--- src/rtl/hkspi_pkg.sv ---
// rtl/hkspi_pkg.sv - shared constants and state encoding for the housekeeping SPI responder
package hkspi_pkg;

   // Width of the per-byte bit counter (8 bits per byte)
   localparam int BIT_CNT_W = 3;

   // Command byte values
   localparam logic [7:0] CMD_NOP    = 8'h00;
   localparam logic [7:0] CMD_WR     = 8'h80;
   localparam logic [7:0] CMD_RD     = 8'h40;
   localparam logic [7:0] CMD_RW     = 8'hC0;
   localparam logic [7:0] CMD_STATUS = 8'h10;

   typedef enum logic [2:0] {
      ST_IDLE,
      ST_CMD,
      ST_ADDR,
      ST_DATA,
      ST_IGNORE
   } hk_state_e;

endpackage

--- src/rtl/hkspi_sync.sv ---
// rtl/hkspi_sync.sv - pad synchronizer and edge pulses for csb/sck, plain sync for sdi
//
// Ports:
//   clock, reset           core clock, async active-high reset
//   spi_csb/spi_sck/spi_sdi raw pad inputs
//   csb_s, sdi_s           synchronized levels
//   csb_rise/csb_fall      one-cycle pulses on synchronized csb edges
//   sck_rise/sck_fall      one-cycle pulses on synchronized sck edges
module hkspi_sync #(
   parameter int SYNC_STAGES = 2
) (
   input  logic clock,
   input  logic reset,
   input  logic spi_csb,
   input  logic spi_sck,
   input  logic spi_sdi,
   output logic csb_s,
   output logic csb_rise,
   output logic csb_fall,
   output logic sck_rise,
   output logic sck_fall,
   output logic sdi_s
);

   logic [SYNC_STAGES-1:0] csb_pipe;
   logic [SYNC_STAGES-1:0] sck_pipe;
   logic [SYNC_STAGES-1:0] sdi_pipe;
   logic                   csb_prev;
   logic                   sck_prev;

   // Reset to the idle bus levels so no spurious edge appears after reset
   always_ff @(posedge clock or posedge reset) begin
      if (reset) begin
         csb_pipe <= '1;
         sck_pipe <= '0;
         sdi_pipe <= '0;
         csb_prev <= 1'b1;
         sck_prev <= 1'b0;
      end else begin
         csb_pipe <= {csb_pipe[SYNC_STAGES-2:0], spi_csb};
         sck_pipe <= {sck_pipe[SYNC_STAGES-2:0], spi_sck};
         sdi_pipe <= {sdi_pipe[SYNC_STAGES-2:0], spi_sdi};
         csb_prev <= csb_pipe[SYNC_STAGES-1];
         sck_prev <= sck_pipe[SYNC_STAGES-1];
      end
   end

   assign csb_s    = csb_pipe[SYNC_STAGES-1];
   assign sdi_s    = sdi_pipe[SYNC_STAGES-1];
   assign csb_rise =  csb_s & ~csb_prev;
   assign csb_fall = ~csb_s &  csb_prev;
   assign sck_rise =  sck_pipe[SYNC_STAGES-1] & ~sck_prev;
   assign sck_fall = ~sck_pipe[SYNC_STAGES-1] &  sck_prev;

endmodule

--- src/rtl/housekeeping_spi_responder.sv ---
// rtl/housekeeping_spi_responder.sv - mode-0 SPI target giving byte-wide register access
//
// Optional feature macro: HKSPI_STATUS_EN (command 0x10 returns a sticky error status byte)
//
// Ports:
//   clock, reset          core clock, async active-high reset
//   spi_csb/sck/sdi       pad inputs, oversampled into clock
//   spi_sdo, spi_sdo_oeb  serial out and active-low pad enable
//   reg_addr, reg_wdata   register bus address / write data
//   reg_we, reg_re        one-cycle write / read strobes
//   reg_rdata             read data, captured the cycle after reg_re
//   busy                  synchronized chip select is active
import hkspi_pkg::*;

module housekeeping_spi_responder #(
   parameter int SYNC_STAGES = 2,
   parameter int ADDR_W      = 8
) (
   input  logic              clock,
   input  logic              reset,
   input  logic              spi_csb,
   input  logic              spi_sck,
   input  logic              spi_sdi,
   output logic              spi_sdo,
   output logic              spi_sdo_oeb,
   output logic [ADDR_W-1:0] reg_addr,
   output logic [7:0]        reg_wdata,
   output logic              reg_we,
   output logic              reg_re,
   input  logic [7:0]        reg_rdata,
   output logic              busy
);

   logic csb_s, csb_rise, csb_fall, sck_rise, sck_fall, sdi_s;

   hkspi_sync #(.SYNC_STAGES(SYNC_STAGES)) u_sync (
      .clock    (clock),
      .reset    (reset),
      .spi_csb  (spi_csb),
      .spi_sck  (spi_sck),
      .spi_sdi  (spi_sdi),
      .csb_s    (csb_s),
      .csb_rise (csb_rise),
      .csb_fall (csb_fall),
      .sck_rise (sck_rise),
      .sck_fall (sck_fall),
      .sdi_s    (sdi_s)
   );

   hk_state_e            state_q, state_d;
   logic [BIT_CNT_W-1:0] bit_cnt_q;
   logic [6:0]           in_shift_q;
   logic [7:0]           out_shift_q;
   logic                 mode_wr_q, mode_rd_q, mode_st_q;
   logic                 re_pend_q;
   logic [7:0]           byte_in;
   logic                 byte_end;
   logic                 cmd_wr, cmd_rd, cmd_st;
`ifdef HKSPI_STATUS_EN
   logic                 cmd_bad;
   logic                 err_q;
`endif

   // Byte as it stands including the bit sampled this cycle
   assign byte_in  = {in_shift_q, sdi_s};
   // SCK events are still honoured in the cycle CSB rises, so a strobe
   // coinciding with deselect is issued before returning to idle
   assign byte_end = sck_rise && (state_q != ST_IDLE) && (&bit_cnt_q);

   always_comb begin
      cmd_wr = 1'b0;
      cmd_rd = 1'b0;
      cmd_st = 1'b0;
`ifdef HKSPI_STATUS_EN
      cmd_bad = 1'b0;
`endif
      case (byte_in)
         CMD_WR:     cmd_wr = 1'b1;
         CMD_RD:     cmd_rd = 1'b1;
         CMD_RW:     begin cmd_wr = 1'b1; cmd_rd = 1'b1; end
         CMD_NOP:    ;
`ifdef HKSPI_STATUS_EN
         CMD_STATUS: cmd_st = 1'b1;
         default:    cmd_bad = 1'b1;
`else
         default:    ;
`endif
      endcase
   end

   always_ff @(posedge clock or posedge reset) begin
      if (reset) state_q <= ST_IDLE;
      else       state_q <= state_d;
   end

   always_comb begin
      state_d = state_q;
      case (state_q)
         ST_IDLE: if (csb_fall) state_d = ST_CMD;
         ST_CMD: begin
            if (byte_end) begin
               if (cmd_wr || cmd_rd) state_d = ST_ADDR;
               else if (cmd_st)      state_d = ST_DATA;
               else                  state_d = ST_IGNORE;
            end
         end
         ST_ADDR: if (byte_end) state_d = ST_DATA;
         default: ;
      endcase
      if (csb_rise) state_d = ST_IDLE;
   end

   always_ff @(posedge clock or posedge reset) begin
      if (reset) begin
         bit_cnt_q   <= '0;
         in_shift_q  <= '0;
         out_shift_q <= '0;
         mode_wr_q   <= 1'b0;
         mode_rd_q   <= 1'b0;
         mode_st_q   <= 1'b0;
         re_pend_q   <= 1'b0;
         reg_addr    <= '0;
         reg_wdata   <= '0;
         reg_we      <= 1'b0;
         reg_re      <= 1'b0;
`ifdef HKSPI_STATUS_EN
         err_q       <= 1'b0;
`endif
      end else begin
         reg_we    <= 1'b0;
         reg_re    <= 1'b0;
         re_pend_q <= 1'b0;

         if (state_q == ST_IDLE && csb_fall) begin
            bit_cnt_q  <= '0;
            in_shift_q <= '0;
         end else if (sck_rise && state_q != ST_IDLE) begin
            bit_cnt_q  <= bit_cnt_q + 1'b1;
            in_shift_q <= byte_in[6:0];
         end

         // The fall right after a byte boundary (count 0) must not shift:
         // the freshly loaded MSB is already presented on sdo
         if (reg_re)
            out_shift_q <= reg_rdata;
         else if (sck_fall && state_q == ST_DATA && bit_cnt_q != '0)
            out_shift_q <= {out_shift_q[6:0], 1'b0};

         if (byte_end) begin
            case (state_q)
               ST_CMD: begin
                  mode_wr_q <= cmd_wr;
                  mode_rd_q <= cmd_rd;
                  mode_st_q <= cmd_st;
`ifdef HKSPI_STATUS_EN
                  if (cmd_st) begin
                     out_shift_q <= {7'b0, err_q};
                     err_q       <= 1'b0;
                  end else if (cmd_bad) begin
                     err_q <= 1'b1;
                  end
`endif
               end
               ST_ADDR: begin
                  reg_addr <= byte_in[ADDR_W-1:0];
                  reg_re   <= mode_rd_q;
               end
               ST_DATA: begin
                  if (mode_wr_q) begin
                     // Write first; address bump (and prefetch) follow next cycle
                     reg_we    <= 1'b1;
                     reg_wdata <= byte_in;
                     re_pend_q <= 1'b1;
                  end else if (mode_rd_q) begin
                     reg_addr <= reg_addr + 1'b1;
                     reg_re   <= 1'b1;
                  end
               end
               default: ;
            endcase
         end

         if (re_pend_q) begin
            reg_addr <= reg_addr + 1'b1;
            reg_re   <= mode_rd_q && (state_q != ST_IDLE);
         end
      end
   end

   assign spi_sdo     = out_shift_q[7];
   assign spi_sdo_oeb = ~((state_q == ST_DATA) && (mode_rd_q || mode_st_q) && !csb_s);
   assign busy        = ~csb_s;

endmodule

--- config.mk ---
export PLATFORM = sky130hd
export DESIGN_NAME = housekeeping_spi_responder
export DESIGN_NICKNAME = d
export VERILOG_FILES = /design/src/rtl/hkspi_pkg.sv /design/src/rtl/hkspi_sync.sv /design/src/rtl/housekeeping_spi_responder.sv
export SDC_FILE = /design/constraint.sdc
export NUM_CORES = 1
export LEC_CHECK = 0
export ABC_AREA = 1
export BUFFER_PORTS_ARGS = -buffer_cell sky130_fd_sc_hd__clkbuf_2
export CORE_UTILIZATION = 47
export DETAILED_ROUTE_END_ITERATION = 8
export PLACE_DENSITY = 0.72
export SYNTH_ARGS = -nofsm -noshare
export SYNTH_HDL_FRONTEND = slang
export SYNTH_HIERARCHICAL = 1
export SYNTH_SLANG_ARGS = --single-unit
--- constraint.sdc ---
create_clock -name clock -period 1.48 [get_ports clock]
set_input_delay 0.222 -clock clock [delete_from_list [all_inputs] [get_ports clock]]
set_output_delay 0.222 -clock clock [all_outputs]
set_load 0.02 [all_outputs]
==> reports/qor.csv <==
metric,value,unit
clk_latency,0.31,ns
cts_inserted_buffers,5,
min_period_over_period,96.45,%
min_from,spi_sck,
r2r_slack,0.05,ns
synth.top_cell.area_share,51.03,%
wire_per_inst,12.36,µm
die_w,71.28,µm
via_per_inst,5.025,
finalHoldViolCount,0,
violations,DRC,
die_h,71.28,µm
syn_inst,262,
rsz0062_at_grt,true,
grt_max_degree,42,
start_kind,register,
synth_area_leader_cell,dfrtp_1,
async_reset_ff_share,100.0,%
cts-root-buf,clkbuf_8,
port_buffers,33,
gp_congestion,0.8566,
drv_slew,0,
skew,0.01108,ns
cts.sinks,49,
synth_common_cells,"62 x nand2_1, 46 x dfrtp_1, 36 x inv_1, 22 x nand3_1, 21 x nor2_1",
cap_violations,0,
row_count,24,
grt_first_pass_wirelength,7831,µm
dieArea,5081,µm²
track_usage,20.01,%
cts_buffer_depth,2,
ys_seq_area_share,54.52,%
outcome,"complete, but fails checks",
htreeDepth,2,
synth_edf_count,0,
areaGrowthSynthToFinish,19.58,%
clk_pin_slew,0.09,ns
synth_ff_type,dfrtp_1,
reg2reg_to,reg_wdata[3],
synth_warnings,6,
crit_fanout,17,
drive_gt1_share,23.57,%
arrival,1.67,ns
grt_remaining_overflow,0,
num_antenna_cells,0,
endpoint_kind,register,
cts_tree,yes,
drt_wl_total,4525,µm
setup_ws,0.05250,ns
first_pass_iters,6,
synth_area,2256,µm²
fin_hold_ws,0.02549,ns
nets,330,
min_to,u_sync/sck_pipe[0],
period_minus_slack,1.428,ns
worst_pin_slew,0.5125,ns
hold_path.class,in -> reg,
via_count,1839,
drc,2,
critPathRequiredTime,1.72,ns
reg2reg_depth,8,
num_io_pins,34,
synth.area.top_cells,"dfrtp_1 51%, nand2_1 10%, inv_1 6.0%",
hold_depth,1,
p_per_area,1022,nW/µm²
synth.distinct_cells,26,
reg2reg_from,bit_cnt_q[0],
dp.final_hpwl,3232,µm
initial_utilization,50.42,%
fp.coreArea,4474,µm²
grt_pass1_vias,1729,
ant_nets,0,
synth.most_common_cell,nand2_1,
pre_cts_slack,0.01139,ns
p_leak,0.001402,µW
fmax,700.5,MHz
criticalPathCategory,reg -> reg,
drtIter0Drc,111,
syn_avg_cell_area,8.610,µm²
setup_viol,0,
synth_seq_cells,49,
ir_drop,624.5,µV
slew_headroom,65.84,%
antenna_found_initial,0,
tns,0,ns
syn_nets,279,
==> worst max-delay path by stage <==
stage            startpoint  slack, ns      endpoint
6_report       bit_cnt_q[0]       0.05  reg_wdata[3]
5_1_grt        bit_cnt_q[0]      -0.09  reg_wdata[5]
4_1_cts        bit_cnt_q[0]      0.003   reg_addr[2]
3_5_place_dp   bit_cnt_q[0]       0.01   reg_addr[2]
3_3_place_gp   bit_cnt_q[0]       0.08   reg_addr[4]
2_1_floorplan  bit_cnt_q[0]       0.07   reg_addr[2]
==> worst max-delay path, stage by stage (launching register included) <==
cell	delay, ns
dfrtp_1	0.36
ha_1	0.15
ha_2	0.17
nand4_1	0.11
buf_4	0.17
nor2_4	0.09
buf_12	0.15
nor2_1	0.05
a21oi_1	0.11
==> sequential cells by signal, summed over array words and instances (netlist names) <==
register	flops
reg_wdata	8
state_q	3
out_shift_q	8
mode_rd_q	1
u_sync/csb_prev	1
u_sync/sdi_pipe	2
u_sync/sck_pipe	2
re_pend_q	1
reg_re	1
u_sync/sck_prev	1
u_sync/csb_pipe	2
in_shift_q	7
mode_wr_q	1
bit_cnt_q	3
reg_addr	8
==> cells by family (layout without fill, tap and decap cells) <==
kind of cell | count (synthesis) | in the layout | share of synthesized area (%)
simple gates | 117 | 118 | 22.91
compound gates | 49 | 49 | 12.37
flops | 49 | 49 | 54.52
buf+inv | 41 | 92 | 7.210
fa+ha+maj | 4 | 4 | 2.219
xor+xnor | 2 | 2 | 0.7766
==> timing repair <==
item                                    CTS  global route
hold buffers                              2             1
hold endpoints to repair                  6             1
endpoints found under the setup margin    2            17
gates resized for setup                   4             8
pin swaps                                 0             1
cloned                                    0             1
setup buffers                             0             2
==> layout by cell type (no fill, tap or decap), drive strengths merged <==
| master | netlist | routed |
|---|---|---|
| nand2 | 66 | 67 |
| dfrtp | 46 | 46 |
| inv | 39 | 40 |
| clkbuf | 0 | 38 |
| nor2 | 25 | 25 |
| nand3 | 23 | 23 |
| o21ai | 21 | 21 |
| a21oi | 11 | 11 |
| o22ai | 10 | 10 |
| buf | 2 | 10 |
| a21boi | 5 | 5 |
| ha | 4 | 4 |
| dlygate4sd3 | 0 | 3 |
| dfstp | 3 | 3 |
| nand4 | 2 | 2 |
| o211ai | 2 | 2 |
| xnor2 | 1 | 1 |
| xor2 | 1 | 1 |
| nand3b | 1 | 1 |
| clkinv | 0 | 1 |
==> final cells by class <==
type / count / area [µm²]
Fill cell: 412 / 1777
Sequential cell: 49 / 1231
Timing Repair Buffer: 45 / 275.3
Tap cell: 52 / 65.06
Inverter: 39 / 148.9
Clock buffer: 6 / 72.57
Clock inverter: 2 / 13.76
Multi-Input combinational cell: 173 / 890.9
==> where the power goes <==
part / switching, µW / internal (µW)
Combinational: 308 / 167
Sequential: 68.2 / 1430
Clock: 442 / 337
==> routing by layer <==
metal	wire length (µm)	part of all wire, %	GRT usage (%)	vias up
li1	-	-	-	953
met1	2227	49	27.85	846
met2	2104	46	30.90	33
met3	128	2.8	5.063	7
met4	65	1.4	6.667	0
met5	0	0	0	-
==> per-stage QoR <==
stage               cell area [µm²]  power (µW)  cells  util [%]
floorplan                      2256        1834    262         -
global placement               2535        1970    352     56.66
detailed placement             2535        1979    352     56.66
CTS                            2650        2777    362     59.23
global route                   2698        2919    366     60.29
finish                         2698        2757    366     60.29
No activity file was read; power rests on OpenSTA's default activity.
